===== src/rtl/mul_div_unit.sv =====
// rtl/mul_div_unit.sv - iterative radix-2 multiply/divide unit with start/busy/done handshake
module mul_div_unit #(
    parameter int WIDTH = 32
) (
    input  logic             clk,
    input  logic             rst,
    input  logic             start,
    input  logic             flush,
    input  logic [0:1]       op,
    input  logic [0:WIDTH-1] a,
    input  logic [0:WIDTH-1] b,
    output logic             busy,
    output logic             done,
    output logic             err,
    output logic [0:WIDTH-1] resHi,
    output logic [0:WIDTH-1] resLo
);
    localparam int CW = $clog2(WIDTH + 1);

    typedef enum logic [1:0] {
        S_IDLE,
        S_CALC,
        S_FIX,
        S_DONE
    } state_t;

    state_t r_state, w_next;

    logic [CW-1:0]      r_cnt;
    logic               r_is_div;
    logic               r_neg_res;
    logic               r_neg_rem;
    logic               r_err;
    logic [WIDTH-1:0]   r_hi;
    logic [WIDTH-1:0]   r_lo;
    logic [WIDTH-1:0]   r_dvs;
    logic [WIDTH-1:0]   r_res_hi;
    logic [WIDTH-1:0]   r_res_lo;

    // Ports use bit 0 as MSB; internal vectors are descending with the same numeric value.
    logic [1:0]         w_op;
    logic [WIDTH-1:0]   w_a, w_b;
    logic               w_sgn, w_div;
    logic               w_a_neg, w_b_neg;
    logic [WIDTH-1:0]   w_abs_a, w_abs_b;
    logic               w_div0, w_ovf, w_exc, w_accept;
    logic [WIDTH:0]     w_mul_sum;
    logic [WIDTH:0]     w_shift;
    logic [WIDTH:0]     w_trial;
    logic               w_ge;
    logic [2*WIDTH-1:0] w_prod_neg;

    assign w_op    = op;
    assign w_a     = a;
    assign w_b     = b;
    assign w_div   = w_op[1];
    assign w_sgn   = w_op[0];
    assign w_a_neg = w_sgn && w_a[WIDTH-1];
    assign w_b_neg = w_sgn && w_b[WIDTH-1];
    assign w_abs_a = w_a_neg ? -w_a : w_a;
    assign w_abs_b = w_b_neg ? -w_b : w_b;

    assign w_div0   = w_div && (w_b == '0);
    assign w_ovf    = (w_op == 2'b11) && (w_a == {1'b1, {(WIDTH-1){1'b0}}}) && (&w_b);
    assign w_exc    = w_div0 || w_ovf;
    assign w_accept = start && ((r_state == S_IDLE) || (r_state == S_DONE));

    // Multiply: accumulate into the high half, shift the whole pair right each step.
    assign w_mul_sum = {1'b0, r_hi} + (r_lo[0] ? {1'b0, r_dvs} : {(WIDTH+1){1'b0}});

    // Divide: bit WIDTH of the trial difference is the borrow, so a clear bit means it fits.
    assign w_shift    = {r_hi, r_lo[WIDTH-1]};
    assign w_trial    = w_shift - {1'b0, r_dvs};
    assign w_ge       = ~w_trial[WIDTH];
    assign w_prod_neg = -{r_hi, r_lo};

    always_comb begin
        w_next = r_state;
        if (flush) begin
            w_next = S_IDLE;
        end else begin
            case (r_state)
                S_IDLE: if (start) w_next = w_exc ? S_DONE : S_CALC;
                S_CALC: if (r_cnt == CW'(1)) w_next = S_FIX;
                S_FIX:  w_next = S_DONE;
                S_DONE: w_next = start ? (w_exc ? S_DONE : S_CALC) : S_IDLE;
                default: w_next = S_IDLE;
            endcase
        end
    end

    always_ff @(posedge clk or posedge rst) begin
        if (rst) begin
            r_state   <= S_IDLE;
            r_cnt     <= '0;
            r_is_div  <= 1'b0;
            r_neg_res <= 1'b0;
            r_neg_rem <= 1'b0;
            r_err     <= 1'b0;
            r_hi      <= '0;
            r_lo      <= '0;
            r_dvs     <= '0;
            r_res_hi  <= '0;
            r_res_lo  <= '0;
        end else begin
            r_state <= w_next;
            if (!flush) begin
                if (w_accept) begin
                    r_is_div  <= w_div;
                    r_neg_res <= w_a_neg ^ w_b_neg;
                    r_neg_rem <= w_a_neg;
                    r_hi      <= '0;
                    r_lo      <= w_abs_a;
                    r_dvs     <= w_abs_b;
                    if (w_exc) begin
                        r_err    <= 1'b1;
                        r_res_lo <= w_div0 ? {WIDTH{1'b1}} : w_a;
                        r_res_hi <= w_div0 ? w_a : '0;
                    end else begin
                        r_cnt <= CW'(WIDTH);
                    end
                end else if (r_state == S_CALC) begin
                    r_cnt <= r_cnt - CW'(1);
                    if (r_is_div) begin
                        r_hi <= w_ge ? w_trial[WIDTH-1:0] : w_shift[WIDTH-1:0];
                        r_lo <= {r_lo[WIDTH-2:0], w_ge};
                    end else begin
                        r_hi <= w_mul_sum[WIDTH:1];
                        r_lo <= {w_mul_sum[0], r_lo[WIDTH-1:1]};
                    end
                end else if (r_state == S_FIX) begin
                    r_err <= 1'b0;
                    if (r_is_div) begin
                        r_res_lo <= r_neg_res ? -r_lo : r_lo;
                        r_res_hi <= r_neg_rem ? -r_hi : r_hi;
                    end else if (r_neg_res) begin
                        {r_res_hi, r_res_lo} <= w_prod_neg;
                    end else begin
                        {r_res_hi, r_res_lo} <= {r_hi, r_lo};
                    end
                end
            end
        end
    end

    assign busy  = (r_state == S_CALC) || (r_state == S_FIX);
    assign done  = (r_state == S_DONE);
    assign err   = r_err;
    assign resHi = r_res_hi;
    assign resLo = r_res_lo;

endmodule


===== config.mk =====
export PLATFORM = sky130hd
export DESIGN_NAME = mul_div_unit
export DESIGN_NICKNAME = d
export VERILOG_FILES = /design/src/rtl/mul_div_unit.sv
export SDC_FILE = /design/constraint.sdc
export NUM_CORES = 1
export LEC_CHECK = 0
export CAP_MARGIN = 20
export CORE_MARGIN = 2
export CORE_UTILIZATION = 60
export CTS_CLUSTER_DIAMETER = 60
export CTS_CLUSTER_SIZE = 30
export DETAILED_ROUTE_END_ITERATION = 10
export DONT_BUFFER_PORTS = 1
export PLACE_DENSITY = 0.76
export SETUP_SLACK_MARGIN = 0.1
export SLEW_MARGIN = 10
export SYNTH_ARGS = -nofsm -noshare
export SYNTH_HDL_FRONTEND = slang
export SYNTH_SLANG_ARGS = --single-unit

===== constraint.sdc =====
create_clock -name clk -period 9.7 [get_ports clk]
set_input_delay 1.94 -clock clk [delete_from_list [all_inputs] [get_ports clk]]
set_output_delay 1.94 -clock clk [all_outputs]
set_load 0.05 [all_outputs]

After elaboration in Yosys (flattened, before gate mapping)
Index checks and enable logic that the tools add are counted.
{ "totals": {"reg_bits": 172, "latchBits": 0, "ramBits": 0, "rom_bits": 0, "input_bits": 70, "elab_cells": 91, "n_memories": 0} }
{ "classes": {"n_addsub": 8, "n_mul": 0, "div_mod_pow": 0, "order_cmp": 0, "eq_ne": 11, "n_shift": 0, "n_mux": 39, "bitwise": 3, "n_reduce_logical": 19} }
{ "op_table": {"columns": ["cell", "count"], "rows": [
  ["32-bit 2-to-1 mux", 26],
  ["32-bit negator", 4],
  ["64-bit negator", 1],
  ["32-bit by 32-bit adder with 33-bit output", 1],
  ["33-bit by 32-bit subtractor with 33-bit output", 1],
  ["32-bit == test (second input constant)", 1],
  ["32-bit zero test", 1],
  ["32-bit AND reduction", 1],
  ["6-bit 2-to-1 mux", 3],
  ["2-bit 2-to-1 mux", 5],
  ["2-bit one-hot mux with 4 select lines", 1],
  ["2-bit == test (second input constant)", 3],
  ["6-bit by 1-bit == test with 1-bit output (second input constant)", 1],
  ["1-bit logical AND", 6],
  ["2-bit inequality test (second input constant)", 3],
  ["3-bit inequality test (second input constant)", 2],
  ["2-bit AND reduction", 3],
  ["6-bit by 1-bit subtractor with 6-bit output (second input constant)", 1],
  ["1-bit 2-to-1 mux", 4],
  ["4-bit AND reduction", 1],
  ["2-bit nonzero test", 2],
  ["1-bit logical OR", 3],
  ["3-bit AND reduction", 1],
  ["2-bit by 1-bit == test with 1-bit output (second input constant)", 1],
  ["3 further kinds", 4]
]} }

Longest topological paths before layout
{ "logic_depth": {"depth_word": 8, "depth_mapped": 14, "mapped_depth_nobuf": 13} }

Least setup slack after synthesis
No wires, ideal clock.
{ "synth_timing": {"path_type": "input -> register", "start": "input b[6] (netlist name)", "end": "register r_res_hi[20], in the netlist resHi[11]", "setup_time_ps": 125, "arrival_time_ps": 4464, "required_ps": 9575, "path_slack_ps": 5111, "cell_stages": 9, "path_cell_list": "or3_4 or3_4 or4b_4 or3_4 nor2b_4 o21a_1 buf_6 buf_6 mux2_4"} }
{ "synth_via": {"elab_chain_len": 5} }
{ "synth_rtl": {"columns": ["element", "line_no", "text"], "rows": [
  ["start, declared", "11", "input logic [0:WIDTH-1] b,"],
  ["32-bit zero test or 32-bit AND reduction (tied branches)", "63, 64", null],
  ["1-bit logical AND (on tied branches)", "63, 64", null],
  ["1-bit logical OR or 32-bit 2-to-1 mux (tied branches)", "65, 118", null],
  ["2-bit inequality test (no line) or 32-bit 2-to-1 mux (tied branches)", null, null],
  ["4-bit AND reduction (no line) or 32-bit 2-to-1 mux (tied branches)", null, null],
  ["end signal, assigned", "118", "r_res_hi <= w_div0 ? w_a : '0;"],
  ["end signal, assigned", "135", "r_res_hi <= r_neg_rem ? -r_hi : r_hi;"],
  ["end signal, assigned", "137", "{r_res_hi, r_res_lo} <= w_prod_neg;"],
  ["end, declared", "37", "logic [WIDTH-1:0] r_res_hi;"]
]} }
Parallel ways exist; a longest one is shown, timed or not. The select of a mux whose other input is x is not followed.
A chain may end at the register's enable or synchronous reset.

Final worst setup path
{ "layout_timing": {"start": "input b[29] (netlist name)", "end": "register r_res_hi[30], in the netlist resHi[1]"} }
The elaborated chain is that of the path after synthesis.

==> metrics.cfg <==
[status]
status = complete, no violations

[yosys]
ys_async_sr_fraction_pct = 100
syn-instance-count = 1822
ys_dominant_reg_cell = dfrtp_1
ys_ff_latch = 172
synth_area_um2 = 14400
synth_enable_flop_cells = 0
ys_types = 69
syn_avg_cell_area_um2 = 7.92
nets_in_the_synthesized_netlist = 1969
yosysWarnings = 0
ys_seq_area_share_pct = 29.8

[clocking]
cts-root-to-sink-buffers = 2
numClockSinks = 172
tritoncts = yes
postCtsHoldBufs = 0
numCtsBuffers = 17
worst_skew_late_latency_ns = 0.46
cts.htree.levels = 4
cts_repair_resize_count = 0
clock-root-buffer = clkbuf_16
clk_pin_slew_ns = 0.08
postCtsSetupBuffers = 0

[power]
power-per-cell-area_nw_per_um2 = 417
static-leakage-power_nw = 6.61
vdd.ir_drop.worst_v = 0.000203

[critical_path]
critical_path.max_fanout = 79
slowest_stage = nor3b_1
cp_cell_sequence = or3_1 > nor3b_1 > nand4_1 > or3_4 > nor2b_4 > o21a_4 > buf_4 > a221oi_1 > a21oi_1
timing.critical_path.required_ns = 10.01
timing.critical_path.max_delay_family = simple AND/OR/NAND/NOR gates
arrival_ns = 5.15
timing.critical_path.to_type = flip-flop
max_stage_delay_ns = 0.59
timing.critical_path.from_type = input pin
cp_num_buf_inv = 1
worst-setup-path-type = input pin to flip-flop

[place]
detailedPlacementHpwl_um = 31500
detailedPlace.worstSlack_ns = 4.45
place.port_buffers = 0
routability_congestion = 0.996

[route]
route.final.wire_length_um = 42400
viasPerCell = 6.50
detail_route.first_pass.iterations = 5
initialDrtViolationCount = 1117
vias = 13600
drcViolationCount = 0
post_drt_wl_per_cell_um = 20.3
antenna_violating_nets_post_route = 0

[timing]
worst_setup_slack_after_layout_ns = 4.86
finClkSkew_ns = 0.0158
setup_violations = 0
clock.fmax_mhz = 207
grt_setup_unrepaired = false
slew_headroom_pct = 24.2
period_share_pct = 49.9
totalNegativeSetupSlack_ns = 0
tightestPinTransition_ns = 1.14
report.final.slew_viol_count = 0
hold_violations = 0
time_the_worst_path_needs_with_i_o_delays_and_setup_ns = 4.84

[min_path]
timing.hold.worst.class = flip-flop to flip-flop

[global_route]
wire_length_of_the_first_global_routing_pass_um = 67500
grt_max_degree = 94
global_route.usage.total_pct = 32.8
first_global_vias = 13000
globalRouteOverflowTotal = 0
number_of_antenna_violations_at_the_first_check_in_global_routing = 0

[floorplanning]
die-area_um2 = 25300
core.rowCount = 56
floorplan.initialDensity_pct = 61.3
ioPinCount = 137
core-area_um2 = 23500
floorplan.die.width_um = 159
die_y_um = 159

[layout]
fill_cells = 2082
insertedDiodeCount = 0
combined_area_of_the_multi_input_logic_cells_um2 = 9440
area.sequential_um2 = 4310
synthesis_to_finish_area_growth_pct = 5.11
finish.net_count = 1900
layout-drive-gt1-share_pct = 4.53

[job]
timing.max_cap.violations = 0

[final timing paths]
| path | cells after the start | slack [ns] | endpoint | startpoint |
|---|---|---|---|---|
| max in group asynchronous | 2 | 7.05 | r_hi[23] | rst |
| worst min-delay path | 2 | 0.48 | r_dvs[11] | r_dvs[11] |
| min in group asynchronous | 1 | 1.43 | resLo[26] | rst |
| worst max-delay path | 9 | 4.86 | resHi[1] | b[29] |
| worst max register to register | 13 | 5.21 | r_hi[19] | r_lo[31] |
| worst min register to register | 2 | 0.48 | r_dvs[11] | r_dvs[11] |
[cell usage after synthesis, drive strengths merged, types with 24 or more instances]
master / n / share of area (%)
a21o: 32 / 1.7
a21oi: 123 / 4.3
a22oi: 43 / 2.2
clkbuf: 87 / 2.3
dfrtp: 172 / 30
ha: 75 / 6.5
inv: 72 / 1.9
mux2i: 53 / 3.7
nand2: 223 / 5.8
nor2: 146 / 3.8
nor3: 34 / 1.2
o21ai: 211 / 7.3
o31ai: 32 / 1.7
or3: 24 / 1.1
xnor2: 109 / 6.6
xor2: 60 / 3.6
[where the power goes]
part | internal, mW | switching [mW]
Clock | 0.351 | 0.347
Combinational | 1.52 | 2.27
Sequential | 1.01 | 0.830
Total | 2.89 | 3.44
[cells in the final DEF (no fill, tap or decap), types with 11 or more instances in the layout]
cell type	n
inv_1	71
o211ai_1	15
a31oi_1	18
o21ai_0	199
xnor2_1	109
a21oi_1	123
o22ai_1	17
nor2_1	146
dfrtp_1	171
a22oi_1	43
nor4_1	15
nor3_1	34
and2_1	15
or3_1	21
nor2b_1	11
ha_1	75
a211oi_1	11
nand2b_1	20
o21ai_1	12
clkbuf_16	17
nand2_1	223
o41ai_1	16
mux2i_1	53
or4_1	17
xor2_1	60
buf_4	16
nand3_1	23
o31ai_1	32
nand4_1	17
a21o_1	32
[through the flow]
step / instances / total power, mW / utilization [%] / cell area (um2) / hold WS [ns]
finish: 2085 / 6.33 / 64.4 / 15200 / 0.481
global route: 2085 / 6.80 / 64.4 / 15200 / 0.507
CTS: 2084 / 6.25 / 64.3 / 15100 / 0.489
detailed placement: 2052 / 5.54 / 61.8 / 14500 / 0.471
global placement: 2052 / 5.46 / 61.8 / 14500 / 0.463
floorplan: 1822 / 4.65 / - / 14400 / 0.450
[registers in the layout, summed over array words and instances, names as in the netlist]
| register | flops |
|---|---|
| r_is_div | 1 |
| resLo | 32 |
| r_neg_res | 1 |
| r_state | 2 |
| r_hi | 32 |
| r_neg_rem | 1 |
| resHi | 32 |
| r_cnt | 6 |
| r_lo | 32 |
| r_dvs | 32 |
| err | 1 |
[area by class of cell]
| class | count | area share (%) |
|---|---|---|
| repair buffers | 17 | 0.974 |
| multi-input cells | 1473 | 62.2 |
| flip-flops and latches | 172 | 28.4 |
| well taps | 319 | 2.63 |
| inverters | 72 | 1.82 |
| clock buffers | 18 | 2.90 |
| clock inverters | 14 | 1.05 |
[tightest hold or removal path: stages (launching register included)]
cell and delay [ns]:
dfrtp_1 0.35, nand2_1 0.05, o21ai_0 0.06
[metal layers]
layer	track usage, %	part of all wire [%]	vias to the layer above
met2	55.4	47	635
met4	13.4	3.7	0
li1	-	-	6410
met1	41.5	41	6402
met5	0	0	-
met3	6.20	7.8	113
[cells by family after synthesis]
logic type / after synthesis / share of synthesized area [%]
simple gates: 587 / 19.3
xor+xnor: 169 / 10.3
buf+inv: 177 / 4.96
mux: 58 / 4.12
flops: 172 / 29.8
compound gates: 582 / 24.7
fa+ha+maj: 77 / 6.78
Note: power is estimated with default switching activity, not from simulation.
